### config.mk
export PLATFORM = sky130hd
export DESIGN_NAME = station_dest_ctrl
export DESIGN_NICKNAME = d
export VERILOG_FILES = /design/src/rtl/station_dest_pkg.sv /design/src/rtl/station_dest_ctrl_piezo_drv.sv /design/src/rtl/station_dest_ctrl.sv
export SDC_FILE = /design/constraint.sdc
export NUM_CORES = 1
export LEC_CHECK = 0
export ABC_CLOCK_PERIOD_IN_PS = 2000
export CORE_MARGIN = 4
export CORE_UTILIZATION = 45
export DETAILED_ROUTE_END_ITERATION = 7
export PLACE_DENSITY = 0.77
export SLEW_MARGIN = 25
export SYNTH_ARGS = -nofsm -noshare
export SYNTH_HDL_FRONTEND = slang
export SYNTH_SLANG_ARGS = --single-unit
export TNS_END_PERCENT = 10
### constraint.sdc
create_clock -name clk -period 2 [get_ports clk]
set_clock_uncertainty 0.05 [all_clocks]
set_input_delay 0.2 -clock clk [delete_from_list [all_inputs] [get_ports clk]]
set_output_delay 0.2 -clock clk [all_outputs]
set_load 0.1 [all_outputs]
### src/rtl/station_dest_pkg.sv
// Shared types and constants for the station destination controller.
package station_dest_pkg;

  typedef enum logic {
    IDLE = 1'b0,
    MOVE = 1'b1
  } state_t;

  localparam logic [1:0] OP_STOP = 2'b00;
  localparam logic [1:0] OP_GO   = 2'b01;
  localparam int         DEST_W  = 6;

endpackage

### src/rtl/station_dest_ctrl_piezo_drv.sv
// Piezo buzzer driver: square wave with BUZZ_HALF-cycle half period while enabled,
// both outputs held low when disabled.
module piezo_drv #(
  parameter int BUZZ_HALF = 12500
) (
  input  logic clk,
  input  logic rst,
  input  logic en,
  output logic buzz,
  output logic buzz_n
);

  localparam int CNT_W = (BUZZ_HALF > 1) ? $clog2(BUZZ_HALF) : 1;
  localparam logic [CNT_W-1:0] CNT_LAST = CNT_W'(BUZZ_HALF - 1);

  logic [CNT_W-1:0] cnt_q;
  logic             buzz_q;
  logic             en_q;

  // en_q delays the enable so that losing it clears both outputs on the next edge
  always_ff @(posedge clk) begin
    if (rst || !en) begin
      cnt_q  <= '0;
      buzz_q <= 1'b0;
      en_q   <= 1'b0;
    end else begin
      en_q <= 1'b1;
      if (cnt_q == CNT_LAST) begin
        cnt_q  <= '0;
        buzz_q <= ~buzz_q;
      end else begin
        cnt_q <= cnt_q + 1'b1;
      end
    end
  end

  assign buzz   = buzz_q;
  assign buzz_n = en_q & ~buzz_q;

endmodule

### src/rtl/station_dest_ctrl.sv
// Destination controller: latches a GO destination, counts passed stations and
// stops the robot when the destination barcode is read.
module station_dest_ctrl
  import station_dest_pkg::*;
#(
  parameter int BUZZ_HALF = 12500
) (
  input  logic        clk,
  input  logic        rst,
  input  logic [15:0] cmd,
  input  logic        cmd_rdy,
  output logic        clr_cmd_rdy,
  input  logic [7:0]  ID,
  input  logic        ID_vld,
  output logic        clr_ID_vld,
  input  logic        OK2Move,
  output logic        go,
  output logic        in_transit,
  output logic        dest_reached,
  output logic        buzz,
  output logic        buzz_n,
  output logic [3:0]  stn_cnt
);

  state_t            state_q, state_d;
  logic [DEST_W-1:0] dest_id_q, dest_id_d;
  logic [3:0]        stn_cnt_q, stn_cnt_d;
  logic              dest_reached_q, dest_reached_d;

  // Reader only validates IDs with 00 in the top bits; opcode payload above 5:0 is unused
  logic unused_bits;
  assign unused_bits = ^{ID[7:6], cmd[13:6]};

  always_comb begin
    state_d        = state_q;
    dest_id_d      = dest_id_q;
    stn_cnt_d      = stn_cnt_q;
    dest_reached_d = 1'b0;
    if (cmd_rdy) begin
      // A pending command wins; any simultaneous ID is dropped unexamined
      case (cmd[15:14])
        OP_GO: begin
          dest_id_d = cmd[DEST_W-1:0];
          stn_cnt_d = 4'd0;
          state_d   = MOVE;
        end
        OP_STOP: state_d = IDLE;
        default: ;
      endcase
    end else if (ID_vld && (state_q == MOVE)) begin
      if (ID[DEST_W-1:0] == dest_id_q) begin
        state_d        = IDLE;
        dest_reached_d = 1'b1;
      end else if (stn_cnt_q != 4'hF) begin
        stn_cnt_d = stn_cnt_q + 4'd1;
      end
    end
  end

  always_ff @(posedge clk) begin
    if (rst) begin
      state_q        <= IDLE;
      dest_id_q      <= '0;
      stn_cnt_q      <= 4'd0;
      dest_reached_q <= 1'b0;
    end else begin
      state_q        <= state_d;
      dest_id_q      <= dest_id_d;
      stn_cnt_q      <= stn_cnt_d;
      dest_reached_q <= dest_reached_d;
    end
  end

  // Requests seen during reset are left pending and handled from IDLE afterwards
  assign clr_cmd_rdy  = cmd_rdy & ~rst;
  assign clr_ID_vld   = ID_vld & ~rst;
  assign in_transit   = (state_q == MOVE);
  assign go           = in_transit & OK2Move;
  assign dest_reached = dest_reached_q;
  assign stn_cnt      = stn_cnt_q;

  piezo_drv #(
    .BUZZ_HALF(BUZZ_HALF)
  ) u_piezo (
    .clk    (clk),
    .rst    (rst),
    .en     (in_transit & ~OK2Move),
    .buzz   (buzz),
    .buzz_n (buzz_n)
  );

endmodule

== Word level (Yosys, flattened, before mapping) ==
Cells that the tools add are included.
Cells by class
  add/subtract/negate cells: 2
  multiply operators: 0
  div/mod/pow operators: 0
  order comparisons: 0
  equality and inequality tests: 7
  shift operators: 0
  multiplexer cells: 11
  bitwise operators: 9
  reduce and logical (&&, ||, !) cells: 12
Operator list (count)
  2-to-1 mux 4 bit: 5
  adder 14 x 1 -> 14 bit, second input constant: 1
  == test 14 bit, second input constant: 1
  == test 6 bit: 1
  nonzero test 2 bit: 3
  AND 1 bit: 5
  2-to-1 mux 1 bit: 5
  adder 4 x 1 -> 4 bit, second input constant: 1
  inequality test 4 bit, second input constant: 1
  inverter 1 bit: 4
  AND reduction 4 bit: 1
  inequality test 3 x 1 -> 1 bit, second input constant: 1
  AND reduction 3 bit: 1
  OR reduction 3 bit: 1
  == test 2 x 1 -> 1 bit, second input constant: 1
  logical NOT 2 bit: 1
  inequality test 2 x 1 -> 1 bit, second input constant: 1
  inequality test 2 bit, second input constant: 1
  one-hot mux 1 bit (2 select lines): 1
  AND reduction 2 bit: 1
  OR reduction 2 bit: 1
  logical AND 1 bit: 1
  logical NOT 1 bit: 1
  logical OR 1 bit: 1
Word-level totals
  register bits after elaboration: 28
  bits in latches: 0
  bits in writable memories: 0
  memory bits (read-only): 0
  input port bits: 29
  output and inout port bits: 11
  word-level logic and storage cells: 48
  memories: 0

== Logic depth before layout (Yosys ltp) ==
  depth in word-level cells: 5
  depth in mapped cells: 7
  gate-level depth less buffers: 5

== Modules after synthesis ==
From an unflattened synthesis, not the netlist that was laid out.
Unflattened totals
  cell total of the unflattened synthesis: 158
  area total of the unflattened synthesis: 1383.8 µm²
Modules (own cells, without submodules)
  station_dest_ctrl: times used 1, cells an instance 83, area an instance 705.7 µm², sequential area each 240.2 µm²
  piezo_drv: times used 1, cells an instance 75, area an instance 678.2 µm², sequential area each 320.3 µm²

== Least setup slack after synthesis ==
Ideal clock, no wire load.
  path kind: reg-to-output
  start: register u_piezo.buzz_q, in the netlist u_piezo.buzz
  end: output port buzz_n
  data arrival time: 2.136 ns
  data required time: 1.750 ns
  path slack: -0.386 ns
  cell stages (with the launch flop): 2
  path buffers: 0
  cells stage by stage: dfxtp_1 -> nor2b_1
Between the ends
  cells in the longest elaborated chain, start to end: 2
RTL lines
  start, declared: RTL line station_dest_ctrl_piezo_drv.sv:17  | logic buzz_q;
  start signal, assigned: RTL line station_dest_ctrl_piezo_drv.sv:30  | buzz_q <= ~buzz_q;
  inverter 1 bit: RTL line station_dest_ctrl_piezo_drv.sv:38  | assign buzz_n = en_q & ~buzz_q;
  AND 1 bit: RTL line station_dest_ctrl_piezo_drv.sv:38
  end, declared: RTL line station_dest_ctrl.sv:21  | output logic buzz_n,
No other way between the ends.

== Worst setup path in the final report ==
  start: register stn_cnt_q[0], in the netlist stn_cnt[0]
  end: register stn_cnt_q[0], in the netlist stn_cnt[0]
Between the ends
  cells in the longest elaborated chain, start to end: 5
RTL lines
  start, declared: RTL line station_dest_ctrl.sv:27  | logic [3:0] stn_cnt_q, stn_cnt_d;
  start signal, assigned: RTL line station_dest_ctrl.sv:69  | stn_cnt_q <= stn_cnt_d;
  adder 4 x 1 -> 4 bit: RTL line station_dest_ctrl.sv:55  | stn_cnt_d = stn_cnt_q + 4'd1;
  2-to-1 mux 4 bit: RTL line station_dest_ctrl.sv:54  | end else if (stn_cnt_q != 4'hF) begin
  2-to-1 mux 4 bit: RTL line station_dest_ctrl.sv:51  | if (ID[DEST_W-1:0] == dest_id_q) begin
  2-to-1 mux 4 bit: RTL line station_dest_ctrl.sv:50  | end else if (ID_vld && (state_q == MOVE)) begin
  2-to-1 mux 4 bit: RTL line station_dest_ctrl.sv:39  | if (cmd_rdy) begin
Parallel ways exist; a longest one is shown, timed or not. The select of a mux whose other input is x is not followed.
A chain may end at the register's enable or synchronous reset.

==> metrics.md <==
| Metric | Value |
|---|---|
| Proportion of synthesized chip area in sequential cells | 42.5% |
| Setup slack of the critical path after layout | 0.131 ns |
| First-pass GRT wire length | 4360 microns |
| Max-slew violation count | 0 |
| Area growth from synthesis to layout | 29.7% |
| Critical Path End | stn_cnt[0] |
| Post-detailed-route count of antenna-violating nets | 0 |
| Startpoint of the worst-slack reg-to-reg timing path | stn_cnt[0] |
| DRC violation count after routing | 0 |
| Clock Tree Buf Depth | 2 |
| Share of flip-flops with an asynchronous set or reset after synthesis | 0% |
| Maximum number of pins on one net before global-route repair | 17 |
| Setup crit start | stn_cnt[0] |
| Required time at the worst-slack endpoint | roughly 2.2 ns |
| Placer congestion estimate | roughly 0.83 |
| Total via count after detailed routing | 1086 |
| Residual overflow from global routing | 0 |
| Endpoint of the worst register-to-register path | stn_cnt[0] |
| Number of core rows | 19 |
| RSZ-0062 raised after global routing | no |
| Routed WL | ~2600 microns |
| Clock buffers created by TritonCTS | 3 |
| Number of buffer cells added on primary ports | 29 |
| DIE HEIGHT | 62.2 microns |
| Minimum setup slack among reg-to-reg paths | 0.13 ns |
| Io pins | 40 |
| Per-instance average area after synthesis | about 9.4 sq um |
| Effective utilization at floorplan | between 40% and 50% |
| Worst Setup Path Type | register to register |
| Placed Area | about 1700 sq um |
| Clk root buf | sky130_fd_sc_hd__clkbuf_4 |
| Result of the run | completed |
| H-tree levels | 1 |
| Total global-route track usage | 13.3% |
| Met1 Usage GRT | between 10% and 20% |
| Number of enable-type register cells in the synthesized netlist | 0 |
| Worst-case setup slack after placement | 0.114 ns |
| Number of detailed-routing iterations run before antenna repair | 4 |
| Post-route fraction of the period consumed by the critical path | 93.5% |
| Layout cell share with drive strength beyond 1 | 15.1% |
| Cells resized by post-CTS repair | 0 |
| Main area contributors after synthesis | sky130_fd_sc_hd__dfxtp_1 (42%), sky130_fd_sc_hd__xor2_1 (11%), sky130_fd_sc_hd__nor2_1 (6.5%), sky130_fd_sc_hd__mux2i_1 (5.3%), sky130_fd_sc_hd__and2_1 (2.8%) |
| Area of combinational cells with multiple inputs | 718 sq um |
| # Post-CTS Setup Buffers | 0 |
| Worst Tran Pin Value | 0.412 ns |
| Worst Setup End Kind | register |
| Class of the tightest hold or removal check | input pin to register |
| Overall power after layout | 1.08 mW |
| Count of cells along the worst register-to-register path | 5 |
| Max-cap viol count | 0 |
| Mapped Nets | roughly 170 |
| Maximum vdd ir drop | 0.645 mV |
| Diode insertion count for antenna repair | 0 |
| Met2 track demand over resource | a little over a fifth |
| Count of mapped cells out of synthesis | 141 |
| Area share of the largest cell type after synthesis | between 40% and 50% |
| Worst Path Max Fanout | 5 |
| Static power due to leakage | around 0.7 nW |
| Worst-Skew Late Latency | 0.33 ns |
| Yosys warning count | 0 |
| Most common flop cell mapped by yosys | sky130_fd_sc_hd__dfxtp_1 |
| Most frequent cell after synthesis | sky130_fd_sc_hd__dfxtp_1 |
| CTS sink cnt | 28 |
| Arrival time reported for the critical path endpoint | slightly above 2 ns |
| Total power density per cell area | 631 nW/um^2 |
| Hold slack final | 0.406 ns |
| Max_slew headroom | 72.5% |
| Core area | 2780 sq um |
| Clock transition at the registers of the reported paths | about 0.15 ns |
| Syn Std Cell Area | 1320 sq um |
| Final routed wire length divided by cell count | 12.8 microns |
| Largest area contributor in the synthesized netlist | sky130_fd_sc_hd__dfxtp_1 |
| Gr busiest metal | met2 |
| Met3 layer usage reported by global route | 4.50% |
| CP startpoint kind | register |
| Total non-filler cell area in the finished layout | 1710 sq um |
| Seq cells post-synth | 28 |
| Number of nets at the end of the flow | just over 200 |
| Post-route minimum period | 1.87 ns |
| Vias in the first global route | 1050 |
| Horizontal extent of the die | ~62 microns |
| Hold Fails Final Rpt | 0 |
| Seq. cell area | 561 sq um |
| Cell types with the highest counts after synthesis | sky130_fd_sc_hd__dfxtp_1 (28), sky130_fd_sc_hd__nor2_1 (23), sky130_fd_sc_hd__xor2_1 (17) |
| Total Die Area | between 3000 and 4000 sq um |
| Detailed placement HPWL | 2060 microns |
| Via/cell ratio | 5.35 |
| Clock tree from TritonCTS | built |
| Starting DRT DRC Count | 22 |
| Count of different cell masters after synthesis | 33 |
| Max frequency | 535 MHz |
| Total of hold buffers inserted after clock tree synthesis | 0 |
| Post-layout utilization of the core | between 60 and 70% |
| Initial antenna violation count | 0 |
| Total of endpoints with negative setup slack in the final report | 0 |
| Filler Cells Inserted | 244 |
[through the flow]
step | cells | TNS (ns)
finish | 203 | 0
global route | 203 | 0
global placement | 199 | 0
CTS | 203 | 0
floorplan | 141 | -0.717
detailed placement | 199 | 0
[report_power, final]
| group | total [mW] | leakage, nW | switching (mW) | internal (mW) |
|---|---|---|---|---|
| registers | 0.570 | 0.226 | 0.00539 | 0.565 |
| logic | 0.144 | 0.459 | 0.0768 | 0.0669 |
| clock network | 0.366 | 0.0279 | 0.163 | 0.203 |
[state kept, by name, summed over array words and instances (netlist names)]
| name | count |
|---|---|
| dest_reached | 1 |
| in_transit | 1 |
| u_piezo.buzz | 1 |
| u_piezo.en_q | 1 |
| dest_id_q | 6 |
| u_piezo.cnt_q | 14 |
| stn_cnt | 4 |
[metal layers]
layer  vias up  part of all wire [%]
met5         -                     0
met4         0                   1.0
met3         2                   4.1
met2        17                    50
met1       520                    45
li1        547                     -
[logic make-up after synthesis]
kind of cell	share of synthesized area [%]
buf+inv	3.32
fa+ha+maj	1.90
compound gates	5.59
mux	6.45
simple gates	27.7
flops	42.5
xor+xnor	12.6
[worst min-delay path by stage]
stage,startpoint,endpoint,cells after the start
final,cmd[5],dest_id_q[5],3
after detailed placement,u_piezo.cnt_q[0],u_piezo.cnt_q[0],1
after global routing,cmd[5],dest_id_q[5],3
after global placement,u_piezo.cnt_q[0],u_piezo.cnt_q[0],1
after CTS,cmd[5],dest_id_q[5],3
after floorplan,OK2Move,u_piezo.en_q,1
[layout make-up]
cell class / count / share of cell area (%)
repair buffers: 33 / 19.3
inverters: 3 / 0.658
clock inverters: 1 / 1.75
multi-input cells: 104 / 42.0
well taps: 31 / 2.27
clock buffers: 3 / 1.32
flip-flops and latches: 28 / 32.7
[critical path, stage by stage (launching register included)]
cell and delay (ns):
sky130_fd_sc_hd__dfxtp_1 0.38, sky130_fd_sc_hd__ha_1 0.25, sky130_fd_sc_hd__and3_2 0.23, sky130_fd_sc_hd__o31a_2 0.35, sky130_fd_sc_hd__a21oi_2 0.20, sky130_fd_sc_hd__mux2_4 0.32
[layout by cell type (no fill, tap or decap), types with 2 or more instances in the layout]
master                            synthesis  routed
sky130_fd_sc_hd__a221oi_1                 2       2
sky130_fd_sc_hd__and2_1                   6       6
sky130_fd_sc_hd__and3_1                   4       4
sky130_fd_sc_hd__and4_1                   2       2
sky130_fd_sc_hd__buf_12                   0       3
sky130_fd_sc_hd__buf_4                    0      12
sky130_fd_sc_hd__clkbuf_4                 0       3
sky130_fd_sc_hd__clkdlybuf4s50_1          0      18
sky130_fd_sc_hd__dfxtp_1                 28      28
sky130_fd_sc_hd__ha_1                     2       2
sky130_fd_sc_hd__inv_1                    3       3
sky130_fd_sc_hd__mux2i_1                  7       7
sky130_fd_sc_hd__nand2_1                  6       6
sky130_fd_sc_hd__nand3_1                  6       6
sky130_fd_sc_hd__nand4_1                  6       6
sky130_fd_sc_hd__nor2_1                  23      23
sky130_fd_sc_hd__nor2b_1                  3       2
sky130_fd_sc_hd__nor3_1                   3       3
sky130_fd_sc_hd__nor4bb_1                 2       2
sky130_fd_sc_hd__xnor2_1                  2       2
sky130_fd_sc_hd__xor2_1                  17      17
Note: power is estimated with default switching activity, not from simulation.
